==> src/rtl/decode_fwd_stage.sv <==
// decode_fwd_stage
//   Decode-stage instruction register with load-use stall detection and
//   combinational operand forwarding from the EX, MEM and WB stages.
//
//   Parameters
//     XLEN      operand data width
//     FWD_SRCS  forwarding sources enabled: 1 = EX, 2 = EX+MEM, 3 = EX+MEM+WB
//     NOP       bubble instruction loaded on flush / invalid fetch
//     CNT_W     stall-counter width
//
//   Ports
//     clk, rst                      clock (rising edge), async active-high reset
//     ins_dec_in, ins_vld_in        fetched instruction and its valid
//     flush                         taken-branch kill, beats stall
//     ex_*/mem_*/wb_*               writer info of the later pipeline stages
//     rso1, rso2                    register-file read data
//     ins_dec_out, ins_vld_out      held instruction and its valid
//     rs1, rs2                      register-file read addresses
//     alu_in1, alu_in2              forwarded operands
//     stall_out                     fetch hold (load-use hazard)
//     issue_vld                     instruction handed to EX this cycle
//     stall_cnt                     stall-cycle count
//
//   Build option
//     DECODE_STALL_CNT_EN  when defined, stall_cnt is a saturating counter of
//                          stalled (non-flushed) cycles; otherwise tied to 0.

// One operand's forwarding mux. Sources are ordered youngest first
// (0 = EX, 1 = MEM, 2 = WB) so the lowest matching index wins.
module decode_fwd_operand #(
    parameter int XLEN     = 32,
    parameter int NSRC     = 3,
    parameter int FWD_SRCS = 3
) (
    input  logic [4:0]                 rs,
    input  logic [XLEN-1:0]            rso,
    input  logic [NSRC-1:0]            src_en,
    input  logic [NSRC-1:0][4:0]       src_rd,
    input  logic [NSRC-1:0][XLEN-1:0]  src_res,
    output logic [XLEN-1:0]            alu_in
);

    always_comb begin
        alu_in = rso;
        // Walk oldest to youngest so a younger match overrides an older one.
        for (int s = NSRC - 1; s >= 0; s--) begin
            if (s < FWD_SRCS && src_en[s] && src_rd[s] == rs)
                alu_in = src_res[s];
        end
        // x0 reads as zero whatever the sources say.
        if (rs == 5'd0)
            alu_in = '0;
    end

endmodule

module decode_fwd_stage #(
    parameter int          XLEN     = 32,
    parameter int          FWD_SRCS = 3,
    parameter logic [31:0] NOP      = 32'h0000_0013,
    parameter int          CNT_W    = 16
) (
    input  logic             clk,
    input  logic             rst,
    input  logic [31:0]      ins_dec_in,
    input  logic             ins_vld_in,
    input  logic             flush,
    input  logic             ex_w_en,
    input  logic             ex_is_load,
    input  logic [4:0]       ex_rd,
    input  logic [XLEN-1:0]  ex_result,
    input  logic             mem_w_en,
    input  logic [4:0]       mem_rd,
    input  logic [XLEN-1:0]  mem_result,
    input  logic             wb_w_en,
    input  logic [4:0]       wb_rd,
    input  logic [XLEN-1:0]  wb_result,
    input  logic [XLEN-1:0]  rso1,
    input  logic [XLEN-1:0]  rso2,
    output logic [31:0]      ins_dec_out,
    output logic             ins_vld_out,
    output logic [4:0]       rs1,
    output logic [4:0]       rs2,
    output logic [XLEN-1:0]  alu_in1,
    output logic [XLEN-1:0]  alu_in2,
    output logic             stall_out,
    output logic             issue_vld,
    output logic [CNT_W-1:0] stall_cnt
);

    localparam int NSRC    = 3;
    localparam int NUM_OPS = 2;

    // ------------------------------------------------------------------
    // Decode register
    // ------------------------------------------------------------------
    always_ff @(posedge clk or posedge rst) begin
        if (rst) begin
            ins_dec_out <= NOP;
            ins_vld_out <= 1'b0;
        end else if (flush) begin
            ins_dec_out <= NOP;
            ins_vld_out <= 1'b0;
        end else if (!stall_out) begin
            ins_dec_out <= ins_vld_in ? ins_dec_in : NOP;
            ins_vld_out <= ins_vld_in;
        end
    end

    assign rs1 = ins_dec_out[19:15];
    assign rs2 = ins_dec_out[24:20];

    // ------------------------------------------------------------------
    // Load-use hazard: a load in EX has no data yet, so a dependent
    // instruction waits one cycle and picks the value up from MEM. With
    // only EX forwarding the hold simply lasts as long as the match does.
    // ------------------------------------------------------------------
    assign stall_out = ins_vld_out && ex_w_en && ex_is_load && (ex_rd != 5'd0) &&
                       ((ex_rd == rs1) || (ex_rd == rs2));
    assign issue_vld = ins_vld_out && !stall_out;

    // ------------------------------------------------------------------
    // Forwarding sources. A load in EX is not a source: its result is
    // the address, not the data.
    // ------------------------------------------------------------------
    logic [NSRC-1:0]            src_en;
    logic [NSRC-1:0][4:0]       src_rd;
    logic [NSRC-1:0][XLEN-1:0]  src_res;

    assign src_en  = {wb_w_en  && (wb_rd  != 5'd0),
                      mem_w_en && (mem_rd != 5'd0),
                      ex_w_en  && !ex_is_load && (ex_rd != 5'd0)};
    assign src_rd  = {wb_rd, mem_rd, ex_rd};
    assign src_res = {wb_result, mem_result, ex_result};

    logic [NUM_OPS-1:0][4:0]      rs_idx;
    logic [NUM_OPS-1:0][XLEN-1:0] rso_v;
    logic [NUM_OPS-1:0][XLEN-1:0] alu_v;

    assign rs_idx = {rs2, rs1};
    assign rso_v  = {rso2, rso1};

    for (genvar g = 0; g < NUM_OPS; g++) begin : g_op
        decode_fwd_operand #(
            .XLEN     (XLEN),
            .NSRC     (NSRC),
            .FWD_SRCS (FWD_SRCS)
        ) u_fwd (
            .rs      (rs_idx[g]),
            .rso     (rso_v[g]),
            .src_en  (src_en),
            .src_rd  (src_rd),
            .src_res (src_res),
            .alu_in  (alu_v[g])
        );
    end

    assign alu_in1 = alu_v[0];
    assign alu_in2 = alu_v[1];

    // ------------------------------------------------------------------
    // Stall counter. A flushed stall cycle is not counted since the
    // stalled instruction is being discarded anyway.
    // ------------------------------------------------------------------
`ifdef DECODE_STALL_CNT_EN
    logic [CNT_W-1:0] cnt_q;

    always_ff @(posedge clk or posedge rst) begin
        if (rst)
            cnt_q <= '0;
        else if (stall_out && !flush && (cnt_q != {CNT_W{1'b1}}))
            cnt_q <= cnt_q + 1'b1;
    end

    assign stall_cnt = cnt_q;
`else
    assign stall_cnt = '0;
`endif

endmodule

==> config.mk <==
export PLATFORM = sky130hd
export DESIGN_NAME = decode_fwd_stage
export DESIGN_NICKNAME = d
export VERILOG_FILES = /design/src/rtl/decode_fwd_stage.sv
export SDC_FILE = /design/constraint.sdc
export NUM_CORES = 1
export LEC_CHECK = 0
export CORE_AREA = 2 2 133 135
export CTS_BUF_LIST = sky130_fd_sc_hd__clkbuf_8
export DETAILED_ROUTE_END_ITERATION = 12
export DIE_AREA = 0 0 135 137
export PLACE_DENSITY = 0.73
export SETUP_SLACK_MARGIN = 0.3
export SYNTH_ARGS = -nofsm -noshare
export SYNTH_HDL_FRONTEND = slang
export SYNTH_SLANG_ARGS = --single-unit
==> constraint.sdc <==
create_clock -name clk -period 3.85 [get_ports clk]
set_clock_uncertainty 0.15 [all_clocks]
set_input_delay 0.77 -clock clk [delete_from_list [all_inputs] [get_ports clk]]
set_output_delay 0.77 -clock clk [all_outputs]
set_load 0.01 [all_outputs]
==> reports/results.tsv <==
metric	value	unit
Synth Cell Area	0.00434	mm²
Worst Hold End	ins_dec_out[4]	
Slew @ Worst Pin	0.552	ns
P per Cell Area	178	mW/mm²
CP arrival	2.78	ns
Area growth, synth to finish	124	%
R2R Setup Slk	1.23	ns
commonest non-fill, non-tap cells in the layout	242 x clkdlybuf4s50_1, 133 x nand2_1, 69 x mux2i_1, 58 x buf_4, 54 x buf_2	
Starting DRT DRC Count	249	
Worst Hold Class	register to register	
setup TNS	0	ns
reg2reg end	ins_dec_out[26]	
Synth top area share	20.1	%
most used routing layer	met2	
H-tree levels	2	
largest family of logic cells by synthesized area	simple AND/OR/NAND/NOR gates	
clock buffer count from CTS	5	
CP max stage cell	or4_4	
FF+latch count, synth	33	
crit path max fanout	4	
total of max-cap violations	0	
core box area	0.0171	mm²
simple-gate portion of the synthesized area	24.8	%
required time worst endpoint	2.93	ns
slowest stage delay, CP	0.53	ns
num rows	48	
crit start category	primary input	
clk_lat worst skew	0.29	ns
Setup Viol. Count Final	0	
Pre-antenna DRT Iters	4	
met2 usage	46.4	%
Max-slew headroom	63.0	%
library cells used by synthesis	35	
top cells by area, synth	mux2i_1 20%, dfrtp_1 17%, nand2_1 13%	
most common cell after layout, fill and taps aside	clkdlybuf4s50_1	
Pwr Total	1.73	mW
critical path cell sequence	buf_6, or4_4, o211a_4, buf_6, nand3_4, buf_6, nand3_4, buf_12, buf_16, o221ai_4, buf_2	
R2R Path Start	ins_dec_out[20]	
vias in the first global route	6161	
Routed Antenna Nets	0	
gr ovfl total	0	
routed len/inst	22.7	µm
Syn Area/Cell	8.08	µm²
Seq/Total Area, Yosys	19.1	%
period utilization	96.2	%
CTS tree	yes	
IO Port Bufs	323	
Die Ht	137	µm
met1 usage	26.6	%
number of remaining DRC errors	0	
Slew Viols, Final	0	
die area	0.0185	mm²
GRT Resource Usage Total	24.8	%
min Tclk post-route	3.70	ns
Clk pin slew, worst setup/hold paths	0.07	ns
post-DP HPWL	16.7	mm
fmax	0.270	GHz
Synth Area in Compound Gates	15.8	%
xor/xnor share of the synthesized area	6.06	%
DR vias/cell	5.13	
Peak supply drop	319	µV
largest net degree at the start of global routing	35	
Final Hold Viols	0	
Post-Synth Adder-Cell Area	0	%
filler instances	1457	
hold wc startpoint	ins_dec_out[4]	
clk root buf	clkbuf_8	
GP Congestion	0.895	
routed wire length	26.4	mm
crit path capture type	output pin	
outcome	completed	
Non-Filler Instances	1160	
Starting Density	25.4	%
most frequent CP cell	buf_6	
share of layout cells above drive strength 1	35.7	%
mux cell area share after synthesis	22.4	%
Nets	1148	
first-pass GRT wire length	34.9	mm
Max Root-Sink Buffers	2	
RSZ-0062 raised after global routing	true	
Sink Count	33	
number of antenna violations at the first check in global routing	3	
via count of the routed design	5954	
leading area contributor after synthesis	mux2i_1	
WS Path Type	primary input to output pin	
cells on worst reg2reg path	8	
Pleak	4.22	nW
YS warnings	0	
Ports	340	
placed cell count	1095	
Worst Hold Path Cells	2	
Syn Inst Count	537	
GRT met3 Usage	7.00	%
Die X-Extent	135	µm
[cell usage after synthesis]
cell type	instances
xnor2_1	12
clkbuf_1	16
a22oi_1	1
a211oi_1	2
inv_1	3
nor4_1	3
xor2_1	18
buf_6	10
nand2_1	153
mux2_2	9
nor2_1	8
and3_4	1
nand3_1	4
nand2b_1	30
and3_1	12
nand3_2	2
o21a_1	1
or4_1	2
dfrtp_1	30
a211o_1	9
mux2i_1	87
buf_8	4
nor3_1	14
o211a_1	1
conb_1	1
buf_4	29
nor2b_1	2
dfstp_2	3
nand4_2	2
o221ai_2	11
and4_1	2
o221ai_1	44
buf_2	9
o21ba_2	1
o21ai_0	1
[registers in the layout, indices dropped and copies added (netlist names)]
signal and flops:
ins_vld_out 1, ins_dec_out 32
[power by group]
| group | switching (mW) | total [mW] | internal (mW) |
|---|---|---|---|
| sequential | 0.0160 | 0.377 | 0.361 |
| combinational | 0.451 | 1.01 | 0.559 |
| clock | 0.131 | 0.340 | 0.208 |
[worst max-delay path by stage]
stage	startpoint	end
after CTS	ex_rd[2]	alu_in2[28]
after global placement	ex_rd[0]	alu_in1[2]
after floorplan	wb_rd[4]	alu_in2[27]
final	ex_rd[2]	alu_in2[0]
after detailed placement	ex_rd[0]	alu_in1[2]
after global routing	ex_rd[2]	alu_in2[19]
[routing by layer]
metal / share of wire (%) / wire length, µm
met5: 0.11 / 28
met4: 3.8 / 1010
met3: 9.9 / 2610
met2: 50 / 13200
met1: 36 / 9490
[final cells by class]
| class | instances | area, µm² | share of cell area, % |
|---|---|---|---|
| Inverter | 3 | 11.3 | 0.116 |
| Sequential cell | 33 | 830 | 8.53 |
| Antenna cell | 1 | 2.50 | 0.0257 |
| Clock buffer | 6 | 82.6 | 0.849 |
| Timing Repair Buffer | 440 | 4560 | 46.9 |
| Multi-Input combinational cell | 450 | 3930 | 40.4 |
| Tap cell | 225 | 282 | 2.89 |
| Clock inverter | 2 | 33.8 | 0.347 |
[kinds of logic (layout without fill, tap and decap cells)]
kind of cell / Yosys count / after routing
xor gates and xnor gates: 30 / 30
and+or+nand+nor: 235 / 237
buffers and inverters: 71 / 451
AOI/OAI and AO/OA: 71 / 71
DFF: 33 / 33
other: 1 / 17
muxes: 96 / 96
[stage by stage]
step                      setup slack (ns)  instance area (µm²)  hold slack [ns]  utilization (%)
after global placement              -0.539                 8070            0.352             47.3
after global routing                0.0743                 9730            0.415             57.0
final                                0.147                 9730            0.379             57.0
after CTS                            0.132                 8960            0.387             52.6
after floorplan                      0.501                 4390            0.367                -
after detailed placement            -0.568                 8070            0.376             47.3
[worst max-delay path, delay by kind of cell]
family                 cells  cell delay [ns]
buffers and inverters      6             0.81
AND/OR/NAND/NOR            3             0.77
AO/OA/AOI/OAI              2             0.44
[what timing repair did]
| item | in CTS | in global routing |
|---|---|---|
| resized for setup | 398 | 103 |
| pin swaps | 26 | 30 |
| hold buffers | 0 | 0 |
| setup endpoints to repair | 66 | 66 |
| buffers inserted | 25 | 9 |
| cloned | 14 | 8 |
Power figures use the tool's default switching activity.
